## config.mk

```make
export PLATFORM = sky130hd
export DESIGN_NAME = piso_serializer_flat
export DESIGN_NICKNAME = d
export VERILOG_FILES = /design/src/rtl/piso_serializer_if.sv /design/src/rtl/piso_serializer.sv /design/src/flat_wrapper.sv
export SDC_FILE = /design/constraint.sdc
export NUM_CORES = 1
export LEC_CHECK = 0
export CAP_MARGIN = 20
export CORE_AREA = 2 2 40 42
export DETAILED_ROUTE_END_ITERATION = 10
export DIE_AREA = 0 0 42 44
export GPL_ROUTABILITY_DRIVEN = 0
export PLACE_DENSITY = 0.71
export SLEW_MARGIN = 15
export SYNTH_ARGS = -nofsm -noshare
export SYNTH_HDL_FRONTEND = slang
export SYNTH_SLANG_ARGS = --single-unit
```

## constraint.sdc

```tcl
create_clock -name clk -period 1.9 [get_ports clk]
set_clock_uncertainty 0.1 [all_clocks]
set_input_delay 0.38 -clock clk [delete_from_list [all_inputs] [get_ports clk]]
set_output_delay 0.38 -clock clk [all_outputs]
set_load 0.005 [all_outputs]
```

## src/rtl/piso_serializer_if.sv

```systemverilog
// rtl/piso_serializer_if.sv - handshake and serial-line bundle for piso_serializer
// Purpose: groups the parallel word handshake, the serial outputs and the busy
//          status of the serializer into one port.
// Signals: data_i/valid_i (word offered by upstream), ready_o (word can be taken),
//          x_o/bit_valid_o/last_o (serial bit, bit qualifier, last-bit marker),
//          busy_o (word shifting or pending).
// Modports: master = upstream word source / line observer, slave = serializer.
interface piso_serializer_if #(
  parameter int WIDTH = 4
);
  logic [WIDTH-1:0] data_i;
  logic             valid_i;
  logic             ready_o;
  logic             x_o;
  logic             bit_valid_o;
  logic             last_o;
  logic             busy_o;

  modport master (
    output data_i,
    output valid_i,
    input  ready_o,
    input  x_o,
    input  bit_valid_o,
    input  last_o,
    input  busy_o
  );

  modport slave (
    input  data_i,
    input  valid_i,
    output ready_o,
    output x_o,
    output bit_valid_o,
    output last_o,
    output busy_o
  );
endinterface

```

## src/rtl/piso_serializer.sv

```systemverilog
// rtl/piso_serializer.sv - parallel-in serial-out transmitter with one-word holding buffer
// Purpose: accepts WIDTH-bit words over a valid/ready handshake and sends them one
//          bit per clock, MSB or LSB first, streaming back-to-back words with no gap.
// Ports:   clk   - clock, rising edge
//          reset - asynchronous, active-high reset
//          bus   - piso_serializer_if slave: data_i/valid_i/ready_o word handshake,
//                  x_o/bit_valid_o/last_o serial line, busy_o status
module piso_serializer #(
  parameter int WIDTH     = 4,
  parameter bit MSB_FIRST = 1'b1
) (
  input logic              clk,
  input logic              reset,
  piso_serializer_if.slave bus
);

  localparam int              CW       = $clog2(WIDTH);
  localparam logic [CW-1:0]   CNT_LAST = CW'(WIDTH - 1);
  localparam logic [CW-1:0]   CNT_ONE  = CW'(1);

  typedef enum logic {
    IDLE  = 1'b0,
    SHIFT = 1'b1
  } state_e;

  state_e           state_q, state_d;
  logic [WIDTH-1:0] shreg_q, shreg_d;
  logic [WIDTH-1:0] hold_q, hold_d;
  logic             hold_v_q, hold_v_d;
  logic [CW-1:0]    cnt_q, cnt_d;

  logic             accept;
  logic             on_last;
  logic [WIDTH-1:0] shreg_shifted;

  // ready is simply "holding register free", so an accept needs only that.
  assign accept  = bus.valid_i && !hold_v_q;
  assign on_last = (state_q == SHIFT) && (cnt_q == CNT_LAST);

  // Move the next bit toward the output end, zero-filling behind it.
  assign shreg_shifted = MSB_FIRST ? {shreg_q[WIDTH-2:0], 1'b0}
                                   : {1'b0, shreg_q[WIDTH-1:1]};

  // State register
  always_ff @(posedge clk or posedge reset) begin
    if (reset) begin
      state_q  <= IDLE;
      shreg_q  <= '0;
      hold_q   <= '0;
      hold_v_q <= 1'b0;
      cnt_q    <= '0;
    end else begin
      state_q  <= state_d;
      shreg_q  <= shreg_d;
      hold_q   <= hold_d;
      hold_v_q <= hold_v_d;
      cnt_q    <= cnt_d;
    end
  end

  // Next-state logic
  always_comb begin
    state_d  = state_q;
    shreg_d  = shreg_q;
    hold_d   = hold_q;
    hold_v_d = hold_v_q;
    cnt_d    = cnt_q;
    case (state_q)
      IDLE: begin
        if (accept) begin
          shreg_d = bus.data_i;
          cnt_d   = '0;
          state_d = SHIFT;
        end
      end
      SHIFT: begin
        if (!on_last) begin
          shreg_d = shreg_shifted;
          cnt_d   = cnt_q + CNT_ONE;
          if (accept) begin
            hold_d   = bus.data_i;
            hold_v_d = 1'b1;
          end
        end else if (hold_v_q) begin
          // Pending word follows immediately; ready is low so no accept here.
          shreg_d  = hold_q;
          hold_v_d = 1'b0;
          cnt_d    = '0;
        end else if (accept) begin
          // Word arriving on the last-bit edge bypasses the holding register.
          shreg_d = bus.data_i;
          cnt_d   = '0;
        end else begin
          // cnt stays at its last value; it only reloads on a new word.
          shreg_d = shreg_shifted;
          state_d = IDLE;
        end
      end
      default: state_d = IDLE;
    endcase
  end

  // Output decode, registers only
  always_comb begin
    bus.ready_o     = !hold_v_q;
    bus.bit_valid_o = (state_q == SHIFT);
    bus.x_o         = 1'b0;
    if (state_q == SHIFT) begin
      bus.x_o = MSB_FIRST ? shreg_q[WIDTH-1] : shreg_q[0];
    end
    bus.last_o      = on_last;
    bus.busy_o      = (state_q == SHIFT) || hold_v_q;
  end

endmodule

```

## src/flat_wrapper.sv

```systemverilog
// flat-port wrapper written by rule: the top's interface ports become plain ports
module piso_serializer_flat 
#(
  parameter int WIDTH     = 4,
  parameter bit MSB_FIRST = 1'b1
)
  (clk, reset, bus_data_i, bus_valid_i, bus_ready_o, bus_x_o, bus_bit_valid_o, bus_last_o, bus_busy_o);
  piso_serializer_if #(.WIDTH(WIDTH)) bus_i ();
  input logic clk;
  input logic reset;
  input wire logic [$bits(bus_i.data_i)-1:0] bus_data_i;
  input wire logic [$bits(bus_i.valid_i)-1:0] bus_valid_i;
  output wire logic [$bits(bus_i.ready_o)-1:0] bus_ready_o;
  output wire logic [$bits(bus_i.x_o)-1:0] bus_x_o;
  output wire logic [$bits(bus_i.bit_valid_o)-1:0] bus_bit_valid_o;
  output wire logic [$bits(bus_i.last_o)-1:0] bus_last_o;
  output wire logic [$bits(bus_i.busy_o)-1:0] bus_busy_o;
  assign bus_i.data_i = bus_data_i;
  assign bus_i.valid_i = bus_valid_i;
  assign bus_ready_o = bus_i.ready_o;
  assign bus_x_o = bus_i.x_o;
  assign bus_bit_valid_o = bus_i.bit_valid_o;
  assign bus_last_o = bus_i.last_o;
  assign bus_busy_o = bus_i.busy_o;
  piso_serializer #(.WIDTH(WIDTH), .MSB_FIRST(MSB_FIRST)) u_core (.clk(clk), .reset(reset), .bus(bus_i));
endmodule
```

After elaboration in Yosys (flattened, before gate mapping). Index checks and enable logic that the tools add are counted.

Register bits: 12. Bits of input ports: 7. Output and inout port bits: 5. Word-level logic and storage cells: 33.

Add/sub/neg operators: 1. Equal/unequal tests: 2. Multiplexer cells: 16. Bitwise gates (word level): 2. Reduce and logical (&&, ||, !) cells: 7.

Operators by type and width (number): 2-to-1 mux 4 bit (4); one-hot mux 4 bit (2 select lines) (1); 2-to-1 mux 1 bit (6); 2-to-1 mux 2 bit (3); one-hot mux 2 bit (2 select lines) (1); AND reduction 3 bit (1); adder 2 x 1 -> 2 bit (second input constant) (1); equality test 2 bit (second input constant) (1); logical AND 1 bit (2); != test 2 x 1 -> 1 bit (second input constant) (1); NOT 1 bit (2); one-hot mux 1 bit (2 select lines) (1); AND reduction 2 bit (1); nonzero test 2 bit (1); logical NOT 1 bit (1); logical OR 1 bit (1).

Depth between registers and ports, before layout. Gate-level depths: netlist of run 1.

Word-level depth: 6. Gate-level depth with buffers: 4. Depth with buffers taken out: 4.

Worst setup path before layout of run 1. Ideal clock, no wire load.

Path type: flip-flop to flip-flop. Start: register u_core.cnt_q[0]. End: register u_core.hold_q[0]. Library setup time: 0.128 ns. Arrival time: 1.316 ns. Required time: 1.672 ns. Setup slack: 0.356 ns. Stages on the path, launching flop included: 5. Path buffers: 0. Period minus slack after synthesis: 1.544 ns. Path through: dfrtp_1 > ha_1 > nand2b_1 > nor2_2 > mux2_1.

Longest elaborated chain between the ends: 4.

Ends and longest elaborated chain: start, declared (line piso_serializer.sv:30) `logic [CW-1:0] cnt_q, cnt_d;`; start signal, assigned (line piso_serializer.sv:57) `cnt_q <= cnt_d;`; equality test 2 bit (line piso_serializer.sv:38) `assign on_last = (state_q == SHIFT) && (cnt_q == CNT_LAST);`; logical AND 1 bit (line piso_serializer.sv:38); NOT 1 bit (no line); AND reduction 3 bit (no line); end signal, assigned (line piso_serializer.sv:55) `hold_q <= hold_d;`; end, declared (line piso_serializer.sv:28) `logic [WIDTH-1:0] hold_q, hold_d;`.

No other way between the ends. A chain may end at the register's enable or synchronous reset.

Worst setup path after layout of run 1.
Start: register u_core.state_q, in the netlist u_core.bus.bit_valid_o. End: output port bus_busy_o.

Longest elaborated chain between the ends: 1.

Ends and longest elaborated chain: start, declared (line piso_serializer.sv:26) `state_e state_q, state_d;`; start signal, assigned (line piso_serializer.sv:53) `state_q <= state_d;`; logical OR 1 bit (line piso_serializer.sv:112) `bus.busy_o = (state_q == SHIFT) || hold_v_q;`; end, declared (line flat_wrapper.sv:17) `output wire logic [$bits(bus_i.busy_o)-1:0] bus_busy_o;`.

No other way between the ends.

==> results of run 1 <==
## where the power goes
part	total (mW)	internal [mW]	switching, mW
Combinational	0.617	0.340	0.277
Sequential	0.472	0.379	0.0933
Clock	0.211	0.117	0.0941
## what timing repair did
item	4_1_cts	5_1_grt
buffers inserted	1	0
endpoints found under the setup margin	1	3
pin swaps	1	0
gates resized for setup	2	2
## cells in the final DEF, fill, tap and decap left out, types with 2 or more instances in the layout
| cell type | Yosys | final |
|---|---|---|
| dfrtp_1 | 12 | 10 |
| o22ai_1 | 2 | 2 |
| mux2_1 | 4 | 4 |
| nand3_1 | 3 | 3 |
| clkdlybuf4s50_1 | 0 | 10 |
| a22oi_1 | 3 | 3 |
| buf_4 | 1 | 6 |
| o21ai_1 | 2 | 2 |
| nand2_1 | 2 | 2 |
| o221ai_1 | 2 | 2 |
| dfrtp_2 | 0 | 2 |
| and2_1 | 2 | 2 |
| mux2i_1 | 4 | 4 |
| clkbuf_4 | 0 | 3 |
| inv_1 | 6 | 6 |
## final cells by class
type                    count  area, um2
multi-input cells          39        302
repair buffers             17        154
fillers                   129        582
flip-flops and latches     12        303
well taps                  16       20.0
inverters                   6       22.5
clock buffers               4       36.3
## state kept, by name (all words and copies together), names as in the netlist
register and cells:
u_core.bus.bit_valid_o 1, u_core.cnt_q 2, u_core.hold_q 4, u_core.hold_v_q 1
u_core.shreg_q 4
## path summary, 6_finish.rpt
path	depth (start not counted)	end	from
worst max-delay path	3	bus_busy_o	u_core.bus.bit_valid_o
worst min-delay path	2	u_core.hold_q[2]	reset
worst min register to register	1	u_core.cnt_q[0]	u_core.cnt_q[0]
worst max register to register	5	u_core.hold_q[0]	u_core.cnt_q[1]
max in group asynchronous	2	u_core.bus.bit_valid_o	reset
min in group clk	1	u_core.cnt_q[0]	u_core.cnt_q[0]
## per-stage QoR
| step | utilization, % | setup slack (ns) | instance area [um2] | instances | hold slack (ns) |
|---|---|---|---|---|---|
| floorplan | - | 0.356 | 634 | 59 | 0.145 |
| global placement | 55.6 | 0.103 | 790 | 89 | 0.371 |
| detailed placement | 55.6 | 0.0569 | 790 | 89 | 0.376 |
| CTS | 58.8 | 0.0142 | 835 | 94 | 0.315 |
| global route | 59.0 | 0.00425 | 837 | 94 | 0.371 |
| finish | 59.0 | 0.0812 | 837 | 94 | 0.302 |
## per-layer routing
| layer | vias up | routed length, um | track usage [%] |
|---|---|---|---|
| met3 | 3 | 41 | 3.75 |
| met4 | 0 | 27 | 11.6 |
| met1 | 237 | 699 | 26.3 |
| met2 | 11 | 612 | 25.9 |
| li1 | 252 | - | - |
| met5 | - | 0 | 0 |
## cells by family after synthesis
| kind of cell | count (synthesis) |
|---|---|
| AND/OR/NAND/NOR | 15 |
| flip-flops | 12 |
| AO/OA/AOI/OAI | 15 |
| buffers and inverters | 8 |
| adder cells (fa/ha/maj) | 1 |
| multiplexers | 8 |
## worst register-to-register path, stage by stage, from the launching register on
cell and delay [ns]:
dfrtp_1 0.40, ha_2 0.20, buf_4 0.14, nand2b_1 0.20, nor2_2 0.24, mux2_1 0.35
==> summary.md, run 1 <==
| Metric | Value |
|---|---|
| Final cycle utilization of the critical path | `95.7%` |
| Ys async rst share | `100%` |
| Min Tclk post-route | `between 1.5 and 2 ns` |
| Clock transition at path regs | `around 0.090 ns` |
| Worst-skew pair later-pin latency | `0.28 ns` |
| Cts hold-fix bufs | `0` |
| Slew Viols, Final | `0` |
| TritonRoute pass-1 iters | `4` |
| Register area share after synthesis | `47.3%` |
| Number of buffers created by CTS | `3` |
| Power Total | `between 1 and 1.5 mW` |
| Relative slew slack | `roughly two thirds` |
| WL final | `1380 um` |
| TNS Setup | `0 ns` |
| Area leader, netlist | `dfrtp_1` |
| Largest family of logic cells by synthesized area | `compound AO/OA/AOI/OAI gates` |
| Clock buffer depth | `2` |
| Adder-Cell Fraction of Synth Area | `1.97%` |
| Crit end category | `primary output` |
| Worst-Margin Slew | `roughly 0.48 ns` |
| Rows | `14` |
| DRC | `0` |
| Syn-to-layout area delta | `32.0%` |
| CORE AREA | `0.00142 mm2` |
| Syn_area_per_cell | `10.8 um2` |
| Most used DFF post-synth | `dfrtp_1` |
| N_diodes | `0` |
| Layout cells sized above 1 | `21.8%` |
| IO buf count | `11` |
| Distinct cells, synth | `28` |
| First DRT Iteration DRCs | `7` |
| Routed vias/inst | `about 5.4` |
| Post-Synth Simple-Gate Area | `approximately 15%` |
| GRT Util Overall | `a little under a fifth` |
| Critical path, cell by cell | `inv_1, nand2_1, clkdlybuf4s50_1` |
| Final HPWL DP | `989 um` |
| Die X | `42 um` |
| Crit path required time | `1.42 ns` |
| Vias | `503` |
| CTS tree | `built` |
| Critical-path top delay cell | `clkdlybuf4s50_1` |
| Yosys reg bits | `12` |
| Pwr Density | `1550 mW/mm2` |
| Worst Setup Start Kind | `flop` |
| Antenna violations before repair | `0` |
| Count leader, synth | `dfrtp_1` |
| Final setup violation count | `0` |
| LEAKAGE | `just under 0.4 nW` |
| R2R setup slack | `0.16 ns` |
| Largest fanout on the critical path | `6` |
| Initial Util | `44.7%` |
| Cells after Synth | `59` |
| Synthesized cell area | `roughly 630 um2` |
| Compound-Gate Fraction of Synth Area | `17.2%` |
| Syn nets | `67` |
| CTS sink count | `12` |
| WS Path Type | `flop to primary output` |
| Nets@finish | `87` |
| EDFF count, synth | `0` |
| Xor and xnor fraction of the mapped netlist area | `0%` |
| Die footprint | `0.00185 mm2` |
| Number of global-route vias before repair | `about 530` |
| Maximum vdd drop | `980 uV` |
| Synth top area cells | `dfrtp_1 (47%), mux2_1 (7.1%), mux2i_1 (6.3%), a22oi_1 (3.6%), inv_1 (3.6%)` |
| Worst path bufs/invs | `2` |
| Crit path largest cell delay | `0.49 ns` |
| WL per Instance | `14.7 um` |
| CTS Root Cell | `clkbuf_4` |
| Die height | `approximately 44 um` |
| Synth warnings | `0` |
| Commonest cells in the netlist | `dfrtp_1 (12), inv_1 (6), mux2_1 (4), mux2i_1 (4)` |
| Max_cap viols | `0` |
| Run status | `finished, final reports clean` |
| H-tree depth | `1` |
| GRT overflow | `0` |
| Fmax | `between 0.5 and 0.6 GHz` |
| Largest net degree at the start of global routing | `13` |
| First-pass GRT wire length | `2460 um` |
| Crit path arrival time | `1.34 ns` |
| I/O pin count | `12` |
| Area fraction of the dominant cell type after synthesis | `47.3%` |
| Remaining antenna violation count | `0` |
| CP delay by family, top | `buffers and inverters` |
| RSZ-0062 raised after global routing | `no` |
| Type of the tightest min-delay check | `input pin to async pin` |
| Mux contribution to synthesized area | `13.4%` |
| Fin. Hold Viols | `0` |
Note: power is estimated with default switching activity, not from simulation.
==> run 2, diff against run 1 <==
- PLACE_DENSITY: 0.71 -> 0.74
==> summary.md, run 2 (synthesis results as in run 1) <==
| Metric | Value |
|---|---|
| CP Depth | `2` |
| Initial Util | `44.7%` |
| CTS Root Cell | `clkbuf_4` |
| Antenna violations before repair | `0` |
| TritonRoute pass-1 iters | `4` |
| Fin util | `59.0%` |
| Min Tclk post-route | `1.82 ns` |
| Worst-Margin Slew | `0.461 ns` |
| Rows | `14` |
| GRT Util Overall | `around 17%` |
| Crit path arrival time | `1.34 ns` |
| Run status | `finished, final reports clean` |
| Maximum vdd drop | `926 uV` |
| TNS Setup | `0 ns` |
| CTS tree | `built` |
| Vias | `493` |
| Slew Viols, Final | `0` |
| First DRT Iteration DRCs | `9` |
| Number of buffers created by CTS | `3` |
| WS Path Type | `flop to primary output` |
| RR Startpoint | `u_core.cnt_q[1]` |
| Critical-path top delay cell | `clkdlybuf4s50_1` |
| Dpl cell area | `between 700 and 800 um2` |
| Number of global-route vias before repair | `530` |
| RSZ-0062 raised after global routing | `no` |
| LEAKAGE | `0.388 nW` |
| Worst path bufs/invs | `1` |
| IO buf count | `11` |
| Remaining antenna violation count | `0` |
| FF-to-FF path depth | `4` |
| Layout cells sized above 1 | `23.1%` |
| H-tree depth | `1` |
| Die X | `42 um` |
| Pwr Density | `between 1500 and 2000 mW/mm2` |
| Crit path launch | `u_core.bus.bit_valid_o` |
| Critical path, cell by cell | `and2_1, clkdlybuf4s50_1` |
| Final HPWL DP | `909 um` |
| Nets@finish | `87` |
| Worst-skew pair later-pin latency | `0.28 ns` |
| Fin. Hold Viols | `0` |
| N_diodes | `0` |
| Routed vias/inst | `5.24` |
| Design area | `837 um2` |
| CP delay by family, top | `buffers and inverters` |
| Max_cap viols | `0` |
| Crit path required time | `about 1.4 ns` |
| Die height | `44 um` |
| Die footprint | `0.00185 mm2` |
| CTS sink count | `12` |
| Clock buffer depth | `2` |
| R2R setup slack | `0.31 ns` |
| I/O pin count | `12` |
| GRT overflow | `0` |
| First-pass GRT wire length | `around 2300 um` |
| CORE AREA | `roughly 0.0014 mm2` |
| Relative slew slack | `69.2%` |
| Most frequent cells in the layout | `clkdlybuf4s50_1 (10), dfrtp_1 (10), buf_4 (6), inv_1 (5)` |
| Worst Setup Start Kind | `flop` |
| Clock transition at path regs | `~0.080 ns` |
| Fmax | `0.549 GHz` |
| Syn-to-layout area delta | `32.0%` |
| WL final | `between 1000 and 1500 um` |
| DRC | `0` |
| Crit path largest cell delay | `0.49 ns` |
| Final cycle utilization of the critical path | `95.9%` |
| Power Total | `1.29 mW` |
| Type of the tightest min-delay check | `input pin to async pin` |
| Crit path capture | `bus_x_o` |
| Crit end category | `primary output` |
| Largest net degree at the start of global routing | `13` |
| Final setup violation count | `0` |
| RR Endpoint | `u_core.hold_q[3]` |
| Biggest regs | `u_core.hold_q (4), u_core.shreg_q (4), u_core.cnt_q (2)` |
| WL per Instance | `13.4 um` |
| Largest fanout on the critical path | `6` |
-- run 2: cell counts in the layout (fill, tap and decap cells not counted) --
No cell type changed its count.
-- run 2: what timing repair did --
action | CTS | global route
endpoints found under the hold margin | 0 | 0
gates resized for setup | 2 | 3
setup buffers | 1 | 0
hold buffers | 0 | 0
setup endpoints to repair | 1 | 2
pin swaps | 1 | 0
-- run 2: final cells by class --
type	instances	area, um2
fill	120	582
clock buffer	4	36.3
timing repair buffer	17	154
sequential	12	303
inverter	6	22.5
multi-input combinational	39	302
tap	16	20.0
-- run 2: per-stage QoR --
stage | hold WS (ns) | std cells | setup slack (ns)
after floorplan | 0.145 | 59 | 0.356
after global placement | 0.372 | 89 | 0.0948
after detailed placement | 0.376 | 89 | 0.0784
after CTS | 0.320 | 94 | 0.000491
after global routing | 0.379 | 94 | 0.0134
final | 0.309 | 94 | 0.0779
-- run 2: worst min-delay path by stage --
stage	startpoint	to	cells past startpoint
2_1_floorplan	reset	u_core.bus.bit_valid_o	1
3_3_place_gp	u_core.hold_q[0]	u_core.hold_q[0]	1
3_5_place_dp	u_core.hold_q[2]	u_core.hold_q[2]	1
4_1_cts	reset	u_core.hold_q[2]	2
5_1_grt	reset	u_core.shreg_q[1]	2
6_report	reset	u_core.shreg_q[1]	2
-- run 2: power by group --
part / internal [mW] / total, mW / switching, mW / leakage, nW
registers: 0.379 / 0.467 / 0.0879 / 0.144
logic: 0.341 / 0.614 / 0.273 / 0.224
clock network: 0.117 / 0.206 / 0.0896 / 0.0210
-- run 2: layer usage --
metal  routed length [um]  track usage [%]
met1                  631             22.0
met2                  531             25.3
met3                   52             2.92
met4                   39             15.5
met5                    0                0
